--- src/rtl/hazard_ctrl_if.sv ---
// Bundle between the pipeline datapath and the hazard sequencer.
// The datapath is the master: it drives stage status and consumes the enables.
interface hazard_ctrl_if #(
  parameter int CNT_W = 16
);
  logic             if_id_valid;
  logic [31:0]      if_id_instr;
  logic             id_ex_mem_read;
  logic [4:0]       id_ex_rt;
  logic             ex_mem_branch_taken;
  logic             mem_busy;
  logic             pc_write;
  logic             if_id_write;
  logic             if_id_flush;
  logic             id_ex_bubble;
  logic             id_ex_hold;
  logic [CNT_W-1:0] stall_count;
  logic [CNT_W-1:0] flush_count;
  logic [1:0]       fsm_state;

  modport master (
    output if_id_valid, if_id_instr, id_ex_mem_read, id_ex_rt,
           ex_mem_branch_taken, mem_busy,
    input  pc_write, if_id_write, if_id_flush, id_ex_bubble, id_ex_hold,
           stall_count, flush_count, fsm_state
  );

  modport slave (
    input  if_id_valid, if_id_instr, id_ex_mem_read, id_ex_rt,
           ex_mem_branch_taken, mem_busy,
    output pc_write, if_id_write, if_id_flush, id_ex_bubble, id_ex_hold,
           stall_count, flush_count, fsm_state
  );
endinterface

--- src/rtl/hazard_ctrl.sv ---
// Decode-stage sequencer: load-use stalls, taken-branch flushes and memory freeze,
// with saturating stall/flush statistics. fsm_state mirrors the state register.
module hazard_ctrl #(
  parameter int LU_CYCLES    = 1,
  parameter int FLUSH_CYCLES = 1,
  parameter int CNT_W        = 16
) (
  input logic           clk,
  input logic           rst,
  hazard_ctrl_if.slave  bus
);
  typedef enum logic [1:0] {
    RUN      = 2'd0,
    LU_STALL = 2'd1,
    FLUSH    = 2'd2
  } state_t;

  localparam logic [1:0] LU_REM = (LU_CYCLES > 1) ? 2'(LU_CYCLES - 2) : 2'd0;
  localparam logic [1:0] FL_REM = (FLUSH_CYCLES > 1) ? 2'(FLUSH_CYCLES - 2) : 2'd0;

  state_t           state_q, state_d;
  logic [1:0]       rem_q, rem_d;
  logic [CNT_W-1:0] stall_q, flush_q;
  logic             stall_inc, flush_inc;
  logic [5:0]       op;
  logic [4:0]       rs, rt;
  logic             uses_rt, lu;

  assign op = bus.if_id_instr[31:26];
  assign rs = bus.if_id_instr[25:21];
  assign rt = bus.if_id_instr[20:16];
  // R-type, beq, bne and sw read rt as a source; other opcodes treat it as a destination.
  assign uses_rt = (op == 6'h00) || (op == 6'h04) || (op == 6'h05) || (op == 6'h2B);
  assign lu = bus.if_id_valid && bus.id_ex_mem_read && (bus.id_ex_rt != 5'd0) &&
              ((bus.id_ex_rt == rs) || (uses_rt && (bus.id_ex_rt == rt)));

  always_comb begin
    state_d          = state_q;
    rem_d            = rem_q;
    stall_inc        = 1'b0;
    flush_inc        = 1'b0;
    bus.pc_write     = 1'b0;
    bus.if_id_write  = 1'b0;
    bus.if_id_flush  = 1'b0;
    bus.id_ex_bubble = 1'b0;
    bus.id_ex_hold   = 1'b0;
    if (!rst) begin
      bus.id_ex_bubble = 1'b1;
    end else if (bus.mem_busy) begin
      bus.id_ex_hold = 1'b1;
    end else if (bus.ex_mem_branch_taken) begin
      bus.pc_write     = 1'b1;
      bus.if_id_write  = 1'b1;
      bus.if_id_flush  = 1'b1;
      bus.id_ex_bubble = 1'b1;
      flush_inc        = 1'b1;
      state_d          = (FLUSH_CYCLES > 1) ? FLUSH : RUN;
      rem_d            = FL_REM;
    end else begin
      case (state_q)
        RUN: begin
          if (lu) begin
            bus.id_ex_bubble = 1'b1;
            stall_inc        = 1'b1;
            state_d          = (LU_CYCLES > 1) ? LU_STALL : RUN;
            rem_d            = LU_REM;
          end else begin
            bus.pc_write    = 1'b1;
            bus.if_id_write = 1'b1;
          end
        end
        LU_STALL: begin
          bus.id_ex_bubble = 1'b1;
          stall_inc        = 1'b1;
          if (rem_q == 2'd0) state_d = RUN;
          else rem_d = rem_q - 2'd1;
        end
        FLUSH: begin
          bus.pc_write     = 1'b1;
          bus.if_id_write  = 1'b1;
          bus.if_id_flush  = 1'b1;
          bus.id_ex_bubble = 1'b1;
          if (rem_q == 2'd0) state_d = RUN;
          else rem_d = rem_q - 2'd1;
        end
        default: begin
          state_d = RUN;
          rem_d   = 2'd0;
        end
      endcase
    end
  end

  always_ff @(posedge clk or negedge rst) begin
    if (!rst) begin
      state_q <= RUN;
      rem_q   <= 2'd0;
      stall_q <= '0;
      flush_q <= '0;
    end else begin
      state_q <= state_d;
      rem_q   <= rem_d;
      if (stall_inc && (stall_q != '1)) stall_q <= stall_q + 1'b1;
      if (flush_inc && (flush_q != '1)) flush_q <= flush_q + 1'b1;
    end
  end

  assign bus.stall_count = stall_q;
  assign bus.flush_count = flush_q;
  assign bus.fsm_state   = state_q;
endmodule

--- src/flat_wrapper.sv ---
// flat-port wrapper written by rule: the top's interface ports become plain ports
module hazard_ctrl_flat 
#(
  parameter int LU_CYCLES    = 1,
  parameter int FLUSH_CYCLES = 1,
  parameter int CNT_W        = 16
)
  (clk, rst, bus_if_id_valid, bus_if_id_instr, bus_id_ex_mem_read, bus_id_ex_rt, bus_ex_mem_branch_taken, bus_mem_busy, bus_pc_write, bus_if_id_write, bus_if_id_flush, bus_id_ex_bubble, bus_id_ex_hold, bus_stall_count, bus_flush_count, bus_fsm_state);
  hazard_ctrl_if #(.CNT_W(CNT_W)) bus_i ();
  input logic clk;
  input logic rst;
  input wire logic [$bits(bus_i.if_id_valid)-1:0] bus_if_id_valid;
  input wire logic [$bits(bus_i.if_id_instr)-1:0] bus_if_id_instr;
  input wire logic [$bits(bus_i.id_ex_mem_read)-1:0] bus_id_ex_mem_read;
  input wire logic [$bits(bus_i.id_ex_rt)-1:0] bus_id_ex_rt;
  input wire logic [$bits(bus_i.ex_mem_branch_taken)-1:0] bus_ex_mem_branch_taken;
  input wire logic [$bits(bus_i.mem_busy)-1:0] bus_mem_busy;
  output wire logic [$bits(bus_i.pc_write)-1:0] bus_pc_write;
  output wire logic [$bits(bus_i.if_id_write)-1:0] bus_if_id_write;
  output wire logic [$bits(bus_i.if_id_flush)-1:0] bus_if_id_flush;
  output wire logic [$bits(bus_i.id_ex_bubble)-1:0] bus_id_ex_bubble;
  output wire logic [$bits(bus_i.id_ex_hold)-1:0] bus_id_ex_hold;
  output wire logic [$bits(bus_i.stall_count)-1:0] bus_stall_count;
  output wire logic [$bits(bus_i.flush_count)-1:0] bus_flush_count;
  output wire logic [$bits(bus_i.fsm_state)-1:0] bus_fsm_state;
  assign bus_i.if_id_valid = bus_if_id_valid;
  assign bus_i.if_id_instr = bus_if_id_instr;
  assign bus_i.id_ex_mem_read = bus_id_ex_mem_read;
  assign bus_i.id_ex_rt = bus_id_ex_rt;
  assign bus_i.ex_mem_branch_taken = bus_ex_mem_branch_taken;
  assign bus_i.mem_busy = bus_mem_busy;
  assign bus_pc_write = bus_i.pc_write;
  assign bus_if_id_write = bus_i.if_id_write;
  assign bus_if_id_flush = bus_i.if_id_flush;
  assign bus_id_ex_bubble = bus_i.id_ex_bubble;
  assign bus_id_ex_hold = bus_i.id_ex_hold;
  assign bus_stall_count = bus_i.stall_count;
  assign bus_flush_count = bus_i.flush_count;
  assign bus_fsm_state = bus_i.fsm_state;
  hazard_ctrl #(.LU_CYCLES(LU_CYCLES), .FLUSH_CYCLES(FLUSH_CYCLES), .CNT_W(CNT_W)) u_core (.clk(clk), .rst(rst), .bus(bus_i));
endmodule
--- config.mk ---
export PLATFORM = sky130hd
export DESIGN_NAME = hazard_ctrl_flat
export DESIGN_NICKNAME = d
export VERILOG_FILES = /design/src/rtl/hazard_ctrl_if.sv /design/src/rtl/hazard_ctrl.sv /design/src/flat_wrapper.sv
export SDC_FILE = /design/constraint.sdc
export NUM_CORES = 1
export LEC_CHECK = 0
export CAP_MARGIN = 5
export CORE_MARGIN = 2
export CORE_UTILIZATION = 30
export CTS_BUF_LIST = sky130_fd_sc_hd__clkbuf_4 sky130_fd_sc_hd__clkbuf_8
export DETAILED_ROUTE_END_ITERATION = 10
export PLACE_DENSITY_LB_ADDON = 0.15
export SETUP_SLACK_MARGIN = 0.5
export SYNTH_ARGS = -nofsm -noshare
export SYNTH_HDL_FRONTEND = slang
export SYNTH_SLANG_ARGS = --single-unit
--- constraint.sdc ---
create_clock -name clk -period 4.74 [get_ports clk]
set_clock_uncertainty 0.1 [all_clocks]
set_input_delay 0.711 -clock clk [delete_from_list [all_inputs] [get_ports clk]]
set_output_delay 0.711 -clock clk [all_outputs]
set_load 0.01 [all_outputs]
* Yosys cells after proc, flatten, opt, wreduce, memory -nomap -nowiden *
Index checks and enable logic that the tools add are counted.
Widths: inputs -> output; s select.

storage, ports and cells
  register bits after elaboration = 36
  bits in latches = 0
  RAM bits = 0
  memory bits (read-only) = 0
  bits of input ports = 43
  output and inout port bits = 39
  logic and storage cells = 67
  memories kept = 0

operators by class
  add/subtract/negate cells = 3
  multipliers = 0
  divide/modulo/power cells = 0
  order comparisons = 0
  equal/unequal tests = 12
  shifts and indexed selects = 0
  muxes and demuxes = 30
  bitwise logic cells = 1
  reduce and logical (&&, ||, !) cells = 17

operators by type and width
  operator               count
  $add 16x1->16 const B  2
  $ne 16x16->1 const B   2
  $mux 1                 20
  $eq 6x3->1 const B     2
  $eq 5x5->1             2
  $mux 2                 5
  $pmux 2 s2             2
  $reduce_and 4->1       2
  $eq 6x6->1 const B     1
  $logic_and 1x1->1      6
  $logic_not 6->1        1
  $pmux 1 s2             3
  $reduce_bool 5->1      1
  $logic_not 2->1        2
  $logic_or 1x1->1       4
  $ne 3x1->1 const B     1
  $ne 3x2->1 const B     1
  $ne 3x3->1 const B     1
  $eq 2x1->1 const B     1
  $eq 2x2->1 const B     1
  $reduce_or 2->1        1
  $sub 2x1->2 const B    1
  $not 1->1              1

* Logic depth before layout (Yosys ltp) *
Gate-level depths: netlist of run 1.

  word-level depth = 13
  gate-level depth with buffers = 8
  mapped depth without buffers = 6

* Least setup slack after synthesis of run 1 *
No wires, ideal clock.

  path kind = input to output
  start point = input port bus_if_id_instr[26]
  end point = output port bus_id_ex_bubble
  data arrival time = 2.228 ns
  slack = 1.701 ns
  cell stages on the path = 7
  buffers on the path = 1
  cell sequence = nor2b_2 > nor4_2 > a21oi_1 > o41a_1 > buf_6 > or2_2 > a31oi_1

on the way
  cells in the longest elaborated chain, start to end = 12
  elaborated cells between the ends (all ways) = 15
  those cells by class = eq/ne (3); mux (5); reduce/logical (7)

RTL lines
  element                                        line                RTL
  from (decl)                                    flat_wrapper.sv:13  input wire logic [$bits(bus_i.if_id_instr)-1:0] bus_if_id_instr;
  $eq 6x3->1 or $logic_not 6->1 (tied branches)  hazard_ctrl.sv:33   assign uses_rt = (op == 6'h00) || (op == 6'h04) || (op == 6'h05) || (op == 6'h2B);
  $logic_or 1x1->1 (2 in a row)                  hazard_ctrl.sv:33
  $logic_or 1x1->1 *                             hazard_ctrl.sv:33
  $logic_and 1x1->1 *                            hazard_ctrl.sv:35   ((bus.id_ex_rt == rs) || (uses_rt && (bus.id_ex_rt == rt)));
  $logic_or 1x1->1 *                             hazard_ctrl.sv:35
  $logic_and 1x1->1 *                            hazard_ctrl.sv:34   assign lu = bus.if_id_valid && bus.id_ex_mem_read && (bus.id_ex_rt != 5'd0) &&
  $mux 1 *                                       hazard_ctrl.sv:62   if (lu) begin
  $pmux 1 s2 *                                   hazard_ctrl.sv:60   case (state_q)
  $mux 1 *                                       hazard_ctrl.sv:51   end else if (bus.ex_mem_branch_taken) begin
  $mux 1 *                                       hazard_ctrl.sv:49   end else if (bus.mem_busy) begin
  $mux 1 *                                       hazard_ctrl.sv:47   if (!rst) begin
  to (decl)                                      flat_wrapper.sv:21  output wire logic [$bits(bus_i.id_ex_bubble)-1:0] bus_id_ex_bubble;

Mark *: on every way between the ends. The rest lies on a longest branch, timed or not.

* Final worst setup path of run 1 *
  start point = input port bus_if_id_instr[27]
  end point = output port bus_id_ex_bubble

Same word-level chain as after synthesis.

==> impl_metrics.env, run 1 <==
export IMPL_setup_viol=0
export IMPL_finish_cell_count_without_fillers=317
export IMPL_netlist_instances=173
export IMPL_synth_flop_cell="dfrtp_1"
export IMPL_outcome="completed"
export IMPL_routed_via_count=1498
export IMPL_power_internal_mw=0.539
export IMPL_seq_area_um2=801
export IMPL_source_of_the_worst_register_to_register_timing_path="u_core.bus.stall_count[0]$_DFFE_PN0P_"
export IMPL_cts_max_level=2
export IMPL_tightest_slew_ps=917
export IMPL_timing_hold_violations_final=0
export IMPL_setup_crit_end_kind="output pin"
export IMPL_port_buffers=63
export IMPL_detailed_place_area_um2=2500
export IMPL_setup_tns_final_ps=0
export IMPL_drive_above_1_share_pct=9.09
export IMPL_synthDominantCellAreaShare_pct=44.7
export IMPL_synth_most_common_cell="dfrtp_1"
export IMPL_total_power_density_per_cell_area_nw_per_um2=276
export IMPL_i_o_pins=82
export IMPL_layout_cell_area_non_filler_um2=2610
export IMPL_ys_warnings_count=0
export IMPL_worst_hold_startpoint="u_core.bus.stall_count[11]$_DFFE_PN0P_"
export IMPL_power_switching_mw=0.181
export IMPL_crit_fanout=2
export IMPL_insertedDiodeCount=0
export IMPL_grt_ovfl_total=0
export IMPL_post_synthesis_sequential_area_ratio_pct=44.7
export IMPL_ff2ff_setup_slack_ps=2340
export IMPL_ant_nets=0
export IMPL_hold_slack_ps=386
export IMPL_period_needed_ps=3710
export IMPL_die_height_um=81.3
export IMPL_routedWlPerCell_um=13.3
export IMPL_initial_drt_markers=31
export IMPL_sw_frac_of_total_pct=25.1
export IMPL_slew_violations=0
export IMPL_cts_max_path_bufs=2
export IMPL_synth_async_reset_ratio_pct=100
export IMPL_floorplan_die_width_um=81.3
export IMPL_vias_per_cell=4.73
export IMPL_maxSlewHeadroom_pct=38.3
export IMPL_synth_area_leaders="dfrtp_1, xor2_1, xnor2_1"
export IMPL_clk_latency_ps=280
export IMPL_initial_utilization_pct=30.6
export IMPL_post_cts_setup_buffer_count=0
export IMPL_detail_route_first_pass_iterations=4
export IMPL_critPathSlowestCell="clkdlybuf4s50_1"
export IMPL_clkTransAtPathRegs_ps=60
export IMPL_place_detailed_hpwl_um=3150
export IMPL_drv_max_cap_violation_count=0
export IMPL_post_route_util_pct=44.6
export IMPL_synth_top_cells_by_count="dfrtp_1, xor2_1, xnor2_1, nand3_1"
export IMPL_antenna_found_initial=0
export IMPL_design_final_nets=286
export IMPL_synth_top_area_cell="dfrtp_1"
export IMPL_die_area_um2=6610
export IMPL_crit_buf_inv=2
export IMPL_rsz0062_at_grt="false"
export IMPL_crit_path_max_incr_delay_ps=560
export IMPL_grt_usage_pct=13.9
export IMPL_grt_pass1_vias=1497
export IMPL_finalWeightedCongestion=0.766
export IMPL_synth_edff_count=0
export IMPL_tritoncts_num_sinks=32
export IMPL_req_time_crit_path_ps=3930
export IMPL_post_cts_hold_buffer_count=0
export IMPL_avgSynthCellArea_um2=10.4
export IMPL_post_syn_area_um2=1790
export IMPL_post_cts_resized=0
export IMPL_cts_root_buffer="clkbuf_8"
export IMPL_cts_tree="done"
export IMPL_detail_route_wirelength_um=4210
export IMPL_arrival_time_reported_for_the_critical_path_endpoint_ps=2900
export IMPL_comb_power_share_pct=18.8
export IMPL_post_layout_total_power_mw=0.721
export IMPL_numCtsBuffers=5
export IMPL_multiInputGateArea_um2=941
export IMPL_core_area_um2=5850
export IMPL_grt_start_max_net_pins=35
export IMPL_seq_power_share_pct=44.5
export IMPL_synthToLayoutAreaGrowth_pct=45.5
export IMPL_worst_slack_ps=1030
export IMPL_yosys_register_bits=32
export IMPL_power_share_clock_pct=36.7
export IMPL_critPathLaunchType="primary input"
export IMPL_grt_pass1_wl_um=7080
export IMPL_max_freq_mhz=269
export IMPL_hold_class="flop to flop"
export IMPL_timing_critical_path_mode_cell="clkdlybuf4s50_1"
export IMPL_cp_startpoint="bus_if_id_instr[27]"
export IMPL_dp_cells=309
export IMPL_leakage_nw=1.10
export IMPL_fill_cells=600
export IMPL_worst_setup_path_type="primary input to output pin"
export IMPL_pre_cts_ws_ps=1010
export IMPL_rows=28
export IMPL_drc=0
export IMPL_final_min_period_over_clock_period_pct=78.3
export IMPL_peakVddDrop_uv=165
export IMPL_crit_chain="clkdlybuf4s50_1 > nor4_2 > a21oi_1 > o41a_1 > or2_2 > a31oi_1 > clkdlybuf4s50_1"
export IMPL_critPathTopFamily="buffers and inverters"
export IMPL_synth_lib_cells_used_distinct=36
-- registers in the layout, indices dropped and copies added, names as in the netlist --
register and count:
u_core.bus.flush_count 16, u_core.bus.stall_count 16
-- worst paths after layout --
path | cells past startpoint | end
max in group asynchronous | 2 | u_core.bus.stall_count[11]$_DFFE_PN0P_
min in group asynchronous | 2 | u_core.bus.flush_count[15]$_DFFE_PN0P_
worst max-delay path | 7 | bus_id_ex_bubble
worst min register to register | 1 | u_core.bus.stall_count[11]$_DFFE_PN0P_
worst max register to register | 5 | u_core.bus.stall_count[1]$_DFFE_PN0P_
worst min-delay path | 1 | u_core.bus.stall_count[11]$_DFFE_PN0P_
-- power by group through the flow --
| stage | combinational, mW | clock (mW) | sequential (mW) |
|---|---|---|---|
| floorplan | 0.0455 | 0 | 0.332 |
| CTS | 0.138 | 0.273 | 0.321 |
| finish | 0.135 | 0.264 | 0.321 |
| global route | 0.150 | 0.289 | 0.326 |
| detailed placement | 0.138 | 0 | 0.326 |
| global placement | 0.136 | 0 | 0.327 |
-- cell usage in the layout, fill, tap and decap left out, types with 4 or more instances in the layout --
| cell type | instances |
|---|---|
| nor4_2 | 4 |
| nand4_1 | 10 |
| clkbuf_8 | 5 |
| dfrtp_1 | 32 |
| nor4b_1 | 5 |
| a21oi_1 | 4 |
| nor2_1 | 10 |
| nand2_1 | 10 |
| nor3_1 | 4 |
| inv_1 | 4 |
| clkdlybuf4s50_1 | 63 |
| xnor2_1 | 18 |
| xor2_1 | 19 |
| and3_1 | 5 |
| nand3_1 | 12 |
-- worst register-to-register path: cells and delay by family, from the launching register on --
kind	cells	cell delay, ps
simple gates	3	1270
fa+ha+maj	1	210
flops	1	410
mux	1	290
-- cell type report --
class                   instances  share of cell area (%)
multi-input cells             133                    36.1
flip-flops and latches         32                    30.7
repair buffers                 65                    24.8
well taps                      75                    3.60
clock buffers                   6                    2.93
clock inverters                 2                    1.34
inverters                       4                   0.576
-- metal layers --
metal	up-vias	GRT usage, %	wire [µm]	part of all wire, %
li1	752	-	-	-
met5	-	0	0	0
met3	5	3.56	196	4.7
met1	704	19.8	2070	49
met2	37	20.8	1920	46
met4	0	4.07	31	0.74
-- cell families after synthesis --
| group | share of synthesized area, % |
|---|---|
| compound gates | 3.14 |
| xor+xnor | 18.1 |
| fa+ha+maj | 1.40 |
| buf+inv | 3.00 |
| flops | 44.7 |
| mux | 2.09 |
| other cells | 0.209 |
| simple gates | 27.4 |
Power figures use the tool's default switching activity.
==> inputs of run 2 (changes only) <==
==> constraint.sdc (replaced) <==
create_clock -name clk -period 3.2 [get_ports clk]
set_clock_uncertainty 0.1 [all_clocks]
set_input_delay 0.48 -clock clk [delete_from_list [all_inputs] [get_ports clk]]
set_output_delay 0.48 -clock clk [all_outputs]
set_load 0.01 [all_outputs]
==> run 2 against run 1 <==
Effect of this change: sequential share of layout area decreased by 0.97 points; utilization grew 1.5 points; routed wire length hardly changed; critical path depth grew 1; register-to-register slack worse by 1100 ps; count of clock-buffer cells in the layout is 1 lower; sequential power rose by 48%; via count is 2.1% higher; clock power up 49%; worst hold slack better by 4.7 ps; non-clock buffer count is 10 higher; die area unchanged; highest routed layer unchanged.
==> impl_metrics.env, run 2 (same netlist as run 1, synthesis figures left out) <==
export IMPL_outcome="completed"
export IMPL_multiInputGateArea_um2=967
export IMPL_critPathSlowestCell="o41a_1"
export IMPL_mostFrequentLayoutCells="clkdlybuf4s50_1, dfrtp_1, xor2_1"
export IMPL_arrival_time_reported_for_the_critical_path_endpoint_ps=2050
export IMPL_seq_area_um2=801
export IMPL_routedWlPerCell_um=12.9
export IMPL_core_area_um2=5850
export IMPL_clk_latency_ps=280
export IMPL_cts_root_buffer="clkbuf_8"
export IMPL_finish_cell_count_without_fillers=327
export IMPL_finalWeightedCongestion=0.757
export IMPL_grt_pass1_vias=1468
export IMPL_detailed_place_area_um2=2550
export IMPL_peakVddDrop_uv=209
export IMPL_rsz0062_at_grt="true"
export IMPL_leakage_nw=1.19
export IMPL_grt_ovfl_total=0
export IMPL_setup_viol=0
export IMPL_max_freq_mhz=380
export IMPL_drv_max_cap_violation_count=0
export IMPL_critPathLaunchType="primary input"
export IMPL_cts_max_path_bufs=2
export IMPL_vias_per_cell=4.68
export IMPL_final_min_period_over_clock_period_pct=82.2
export IMPL_grt_usage_pct=13.6
export IMPL_worst_setup_path_type="primary input to output pin"
export IMPL_period_needed_ps=2630
export IMPL_crit_path_max_incr_delay_ps=430
export IMPL_rows=28
export IMPL_ant_nets=0
export IMPL_detail_route_wirelength_um=4210
export IMPL_antenna_found_initial=0
export IMPL_req_time_crit_path_ps=2620
export IMPL_timing_hold_violations_final=0
export IMPL_dp_cells=316
export IMPL_total_power_density_per_cell_area_nw_per_um2=399
export IMPL_synthToLayoutAreaGrowth_pct=50.3
export IMPL_place_detailed_hpwl_um=3230
export IMPL_clkTransAtPathRegs_ps=70
export IMPL_fill_cells=582
export IMPL_hold_class="flop to flop"
export IMPL_port_buffers=63
export IMPL_setup_crit_end_kind="output pin"
export IMPL_post_cts_hold_buffer_count=0
export IMPL_crit_fanout=2
export IMPL_crit_chain="clkdlybuf4s15_1 > nor2b_4 > nor4_4 > a21oi_2 > o41a_1 > or2_4 > a31oi_1 > buf_2"
export IMPL_insertedDiodeCount=0
export IMPL_routed_via_count=1529
export IMPL_post_route_util_pct=46.0
export IMPL_initial_drt_markers=32
export IMPL_grt_pass1_wl_um=6900
export IMPL_tritoncts_num_sinks=32
export IMPL_detail_route_first_pass_iterations=4
export IMPL_layout_cell_area_non_filler_um2=2690
export IMPL_cts_tree="done"
export IMPL_most_frequent_standard_cell_in_the_layout_excluding_fill_and_tap_cells="clkdlybuf4s50_1"
export IMPL_die_height_um=81.3
export IMPL_grt_start_max_net_pins=24
export IMPL_die_area_um2=6610
export IMPL_numCtsBuffers=5
export IMPL_setup_tns_final_ps=0
export IMPL_slew_violations=0
export IMPL_design_final_nets=296
export IMPL_pre_cts_ws_ps=-108
export IMPL_drc=0
export IMPL_initial_utilization_pct=30.6
export IMPL_i_o_pins=82
export IMPL_worst_slack_ps=569
export IMPL_floorplan_die_width_um=81.3
export IMPL_cts_max_level=2
export IMPL_drive_above_1_share_pct=15.1
[run 2: cell count changes in the layout (fill, tap and decap cells not counted), moves of 2 or more]
cell / change
clkdlybuf4s50_1: -17
dlygate4sd2_1: +9
buf_4: +8
buf_2: +3
dlymetal6s2s_1: +3
a21oi_1: -2
a21oi_2: +2
buf_6: +2
or2_2: -2
or2_4: +2
[run 2: final timing paths]
path | from | slack (ps) | cells past startpoint | endpoint
setup / recovery | bus_if_id_instr[28] | 570 | 8 | bus_id_ex_bubble
hold / removal | u_core.bus.flush_count[15]$_DFFE_PN0P_ | 390 | 1 | u_core.bus.flush_count[15]$_DFFE_PN0P_
setup reg to reg | u_core.bus.stall_count[0]$_DFFE_PN0P_ | 1270 | 6 | u_core.bus.stall_count[7]$_DFFE_PN0P_
hold reg to reg | u_core.bus.flush_count[15]$_DFFE_PN0P_ | 390 | 1 | u_core.bus.flush_count[15]$_DFFE_PN0P_
max in group asynchronous | rst | 2310 | 2 | u_core.bus.stall_count[11]$_DFFE_PN0P_
min in group asynchronous | rst | 490 | 2 | u_core.bus.flush_count[8]$_DFFE_PN0P_
[run 2: area by class of cell]
cell class                 count  area share (%)
sequential                    32            29.7
multi-input combinational    133            35.9
clock inverter                 3            1.58
inverter                       4           0.558
tap                           75            3.49
clock buffer                   5            2.56
timing repair buffer          75            26.2
[run 2: critical path, delay by kind of cell]
kind | cells | cell delay (ps)
AOI/OAI and AO/OA | 3 | 640
and+or+nand+nor | 3 | 580
buffers and inverters | 2 | 360
[run 2: power breakdown]
part | switching [mW] | internal [mW] | total, mW
clock network | 0.163 | 0.231 | 0.394
registers | 0.0400 | 0.435 | 0.475
logic | 0.0804 | 0.125 | 0.205
total | 0.284 | 0.790 | 1.07
[run 2: what timing repair did]
| item | in CTS | in global routing |
|---|---|---|
| pin swaps | 10 | 4 |
| endpoints found under the setup margin | 3 | 5 |
| cloned | 0 | 0 |
| buffers inserted | 2 | 1 |
| gates resized for setup | 28 | 10 |
[run 2: routing by layer]
metal	up-vias	routed length, µm	GRT usage (%)	share of wire, %
met5	-	0	0	0
met4	0	15	4.41	0.36
met3	2	169	3.33	4.0
met2	29	1890	21.0	45
met1	724	2130	18.8	51
li1	774	-	-	-
[run 2: metrics by stage]
step | total power, mW | hold WS (ps)
2_1_floorplan | 0.559 | 84.4
3_3_place_gp | 0.691 | 383
3_5_place_dp | 0.692 | 384
4_1_cts | 1.08 | 398
5_1_grt | 1.12 | 403
6_report | 1.07 | 391
